## src/rtl/instruction_fetch.sv

```systemverilog
// Byte-serial instruction fetch: reads a one- or two-byte instruction from a
// registered program memory and presents it to the decoder with valid/ready.
module instruction_fetch #(
  parameter logic [7:0] RESET_VECTOR = 8'h00
) (
  input  logic       clk,
  input  logic       resetN,
  output logic [7:0] programAddress,
  input  logic [7:0] programMemoryOutput,
  output logic       instrValid,
  input  logic       instrReady,
  output logic [7:0] instrOpcode,
  output logic [7:0] instrOperand,
  output logic       instrHasOperand,
  output logic [7:0] instrPc,
  input  logic       jumpEnable,
  input  logic [7:0] jumpTarget
);

  typedef enum logic [2:0] {
    FETCH_OP  = 3'd0,
    READ_OP   = 3'd1,
    FETCH_ARG = 3'd2,
    READ_ARG  = 3'd3,
    PRESENT   = 3'd4
  } state_t;

  state_t     state;
  state_t     nextState;
  logic [7:0] pc;
  logic [7:0] nextPc;
  logic       opIsTwoByte;

  function automatic logic isTwoByte(input logic [7:0] op);
    return ((op >= 8'h01) && (op <= 8'h07)) || ((op >= 8'h14) && (op <= 8'h17));
  endfunction

  always_comb opIsTwoByte = isTwoByte(programMemoryOutput);

  // Address arithmetic wraps naturally in 8 bits.
  always_comb nextPc = pc + (instrHasOperand ? 8'd2 : 8'd1);

  always_ff @(posedge clk or negedge resetN) begin
    if (!resetN) begin
      state <= FETCH_OP;
    end else begin
      state <= nextState;
    end
  end

  always_comb begin
    nextState = state;
    if (jumpEnable) begin
      nextState = FETCH_OP;
    end else begin
      case (state)
        FETCH_OP:  nextState = READ_OP;
        READ_OP:   nextState = opIsTwoByte ? FETCH_ARG : PRESENT;
        FETCH_ARG: nextState = READ_ARG;
        READ_ARG:  nextState = PRESENT;
        PRESENT:   nextState = instrReady ? FETCH_OP : PRESENT;
        default:   nextState = FETCH_OP;
      endcase
    end
  end

  always_comb begin
    instrValid = 1'b0;
    if (state == PRESENT) begin
      instrValid = 1'b1;
    end
  end

  // A jump wins over every other update; a partial instruction is simply dropped.
  always_ff @(posedge clk or negedge resetN) begin
    if (!resetN) begin
      pc              <= RESET_VECTOR;
      programAddress  <= RESET_VECTOR;
      instrOpcode     <= 8'h00;
      instrOperand    <= 8'h00;
      instrHasOperand <= 1'b0;
      instrPc         <= RESET_VECTOR;
    end else if (jumpEnable) begin
      pc             <= jumpTarget;
      programAddress <= jumpTarget;
    end else begin
      case (state)
        READ_OP: begin
          instrOpcode     <= programMemoryOutput;
          instrPc         <= pc;
          instrHasOperand <= opIsTwoByte;
          instrOperand    <= 8'h00;
          if (opIsTwoByte) begin
            programAddress <= pc + 8'd1;
          end
        end
        READ_ARG: begin
          instrOperand <= programMemoryOutput;
        end
        PRESENT: begin
          if (instrReady) begin
            pc             <= nextPc;
            programAddress <= nextPc;
          end
        end
        default: begin
        end
      endcase
    end
  end

endmodule

```

## config.mk

```make
export PLATFORM = sky130hd
export DESIGN_NAME = instruction_fetch
export DESIGN_NICKNAME = d
export VERILOG_FILES = /design/src/rtl/instruction_fetch.sv
export SDC_FILE = /design/constraint.sdc
export NUM_CORES = 1
export LEC_CHECK = 0
export ABC_AREA = 1
export CORE_ASPECT_RATIO = 1.4
export CORE_MARGIN = 1
export CORE_UTILIZATION = 50
export DETAILED_ROUTE_END_ITERATION = 10
export PLACE_DENSITY = 0.8
export SLEW_MARGIN = 20
export SYNTH_ARGS = -nofsm -noshare
export SYNTH_HDL_FRONTEND = slang
export SYNTH_SLANG_ARGS = --single-unit
```

## constraint.sdc

```tcl
create_clock -name clk -period 1.9 [get_ports clk]
set_input_delay 0.19 -clock clk [delete_from_list [all_inputs] [get_ports clk]]
set_output_delay 0.19 -clock clk [all_outputs]
set_load 0.01 [all_outputs]
```

==> metrics.md <==
| Metric | Value |
|---|---|
| Outcome | finished, final reports clean |
| NetSw | between 800 and 900 µW |
| # diodes | 0 |
| I/O Pins | 54 |
| Synth Area per Inst | ~7.8 µm² |
| CTS Sinks | 44 |
| Total CTS buffers | 5 |
| CP Capture Point | instrValid |
| VDD IR-drop max | between 0.6 and 0.7 mV |
| Seq/Total Area, Yosys | just under 50% |
| Total GRT Usage | a little over a quarter |
| Max Freq | 0.552 GHz |
| Max-slew headroom | between 70% and 80% |
| FFs w/ async S/R, synth | 100% |
| Post-Layout Cell Count | 417 |
| Vias | 2,159 |
| Largest net degree at the start of global routing | 27 |
| PD cells | 944 nW/µm² |
| P&R area growth vs syn | 34.0% |
| Vias in the first global route | between 2,000 and 2,500 |
| Max-cap violation count | 0 |
| EDFF count, synth | 0 |
| Pint | roughly 2 mW |
| Htree depth | 2 |
| DRC viols | 0 |
| Yosys warns | 0 |
| Crit path required time | approximately 1700 ps |
| Clk root buf | clkbuf_8 |
| Clk pwr share | 26.2% |
| Total Wirelength | ~5800 µm |
| Crit Path Class | reg -> out |
| Worst-path fanout max | 4 |
| Worst min path class | in -> async |
| Synth unique cells | 26 |
| Die height | 82.0 µm |
| Clock Pin Slew Worst Setup and Hold Paths | 90 ps |
| Clock tree buffer depth | 2 |
| Vias per inst | between 5 and 6 |
| Fin util | about 71% |
| Crit start category | flop |
| GRT overflow | 0 |
| Wire per inst | between 10 and 15 µm |
| R2r setup slk | about 110 ps |
| Post-synth top cells | nand2_1, dfrtp_1, o21ai_0 |
| Hold Worst Slack | roughly 330 ps |
| R2R Path End | programAddress[4]$_DFFE_PN0P_ |
| Placed insts | roughly 400 |
| Starting Density | a little over half |
| Mapped Area | between 2000 and 2500 µm² |
| Row cnt | 28 |
| Final period utilization | a little over nine tenths |
| Synth top area cells | dfrtp_1, nand2_1, o21ai_0, nand3_1, inv_1 |
| Skew-Pair Late Insertion Delay | 300 ps |
| Fin crit period | around 1800 ps |
| I/O Buffers | between 50 and 60 |
| Sw frac | a little under a third |
| Die W | 59.1 µm |
| Synth area leader | dfrtp_1 |
| Setup tns final | 0 ps |
| Final Max Tran Viols | 0 |
| Post-route ant nets | 0 |
| Die area | roughly 4800 µm² |
| Setup Skew | ~8.7 ps |
| Worst r2r src | instrHasOperand$_DFFE_PN0P_ |
| Post-synthesis register bit count | 44 |
| RSZ-0062 raised after global routing | no |
| CTS tree | yes |
| Number of DRC markers in iteration 0 | 82 |
| First-pass DRT Iterations | 4 |
| Core area | between 4000 and 5000 µm² |
| Combinational power share | between 30% and 40% |
| Global placement routability congestion | between 0.8 and 0.9 |
| Layout cell share with drive strength beyond 1 | approximately 10% |
| Hpwl dp | around 4300 µm |
| Post-synth top area share | 48.2% |
| Final Net Count | 380 |
| Global-route wire length before repair | ~9600 µm |
| Worst Path Arrival | approximately 1600 ps |
| Static leakage | about 1.5 nW |
| Syn nets | about 320 |
| Worst setup startpoint | state[2]$_DFF_PN0_ |
| Crit. End Element | primary output |
| Initial antenna violation count | 0 |
| Synth Flop Type | dfrtp_1 |
| Dominant cell by count in the synthesized netlist | nand2_1 |
| Seq pwr share | 42.7% |
| R2R cell count | 12 |
| Setup violations, final | 0 |
| Hold Fails Final Rpt | 0 |
| Gate Count Post-Synth | approximately 300 |
| Worst slew pin tran | between 400 and 500 ps |
-- critical path, cell delays in order, from the launching register on --
cell and delay, ps:
dfrtp_1 400, inv_2 70, nor3_4 260, clkdlybuf4s50_1 590
-- worst min-delay path by stage --
stage,to,slack (ps),cells past startpoint
after floorplan,instrHasOperand$_DFFE_PN0P_,-110,0
after global placement,instrPc[7]$_DFFE_PN0P_,120,1
after detailed placement,instrPc[4]$_DFFE_PN0P_,120,1
after CTS,instrPc[1]$_DFFE_PN0P_,340,2
after global routing,instrPc[1]$_DFFE_PN0P_,370,2
final,instrOpcode[7]$_DFFE_PN0P_,330,2
-- what timing repair did --
action,in CTS,in global routing
hold buffers,1,0
buffers inserted,0,4
setup endpoints to repair,1,10
hold endpoints to repair,15,0
cloned,0,0
pin swaps,0,1
resized for setup,1,4
-- cells by family (layout without fill, tap and decap cells) --
logic type | count (synthesis) | count (layout) | share of synthesized area [%]
DFF | 44 | 44 | 48.2
AOI/OAI and AO/OA | 50 | 50 | 12.4
xor gates and xnor gates | 2 | 2 | 0.767
and+or+nand+nor | 155 | 155 | 28.4
adders and majority gates | 4 | 4 | 2.52
buffers and inverters | 37 | 100 | 6.74
muxes | 2 | 2 | 0.986
-- metal layers --
metal | global-route usage (%) | up-vias | wire length [µm]
met5 | 0 | - | 0
met4 | 10.7 | 0 | 124
met3 | 4.41 | 10 | 206
met2 | 51.1 | 49 | 3240
met1 | 28.6 | 1029 | 2250
li1 | - | 1071 | -
-- cells in the final DEF (no fill, tap or decap) --
cell,count
nand2_1,101
clkdlybuf4s50_1,52
dfrtp_1,44
o21ai_0,34
nand3_1,31
inv_1,22
nor2_1,15
buf_4,13
a21oi_1,6
clkbuf_8,6
a31oi_1,4
inv_2,3
nor2_2,3
o21ai_1,3
ha_1,3
nand2_2,2
xor2_1,2
mux2_2,2
nor3_4,1
nand3_2,1
nor3_1,1
o21bai_1,1
a21boi_4,1
o21ai_4,1
fa_2,1
bufinv_16,1
clkinv_4,1
dlygate4sd3_1,1
buf_2,1
-- power by group through the flow --
stage	combinational, mW	clock (mW)	sequential (mW)
after floorplan	0.375	0	1.29
after global placement	0.860	0	1.24
after detailed placement	0.877	0	1.25
after CTS	0.888	0.761	1.23
after global routing	0.996	0.793	1.25
final	0.897	0.758	1.24
-- layout make-up --
type	count	area [µm²]
Inverter	25	93.8
Sequential cell	44	1100
Fill cell	364	1250
Timing Repair Buffer	67	633
Clock inverter	2	38.8
Tap cell	60	75.1
Clock buffer	6	82.6
Multi-Input combinational cell	213	1040
-- per-stage QoR --
stage	worst slack, ps	total power [mW]	cell area [µm²]
2_1_floorplan	83.7	1.67	2280
3_3_place_gp	84.2	2.10	2890
3_5_place_dp	33.3	2.13	2890
4_1_cts	0.928	2.88	3020
5_1_grt	1.89	3.04	3060
6_report	89.6	2.89	3060
-- flip-flops by register name, summed over array words and instances, names as in the netlist --
name and cells:
instrHasOperand 1, instrOpcode 8, instrOperand 8, instrPc 8, pc 8, programAddress 8, state 3
(Power assumes the default switching activity.)
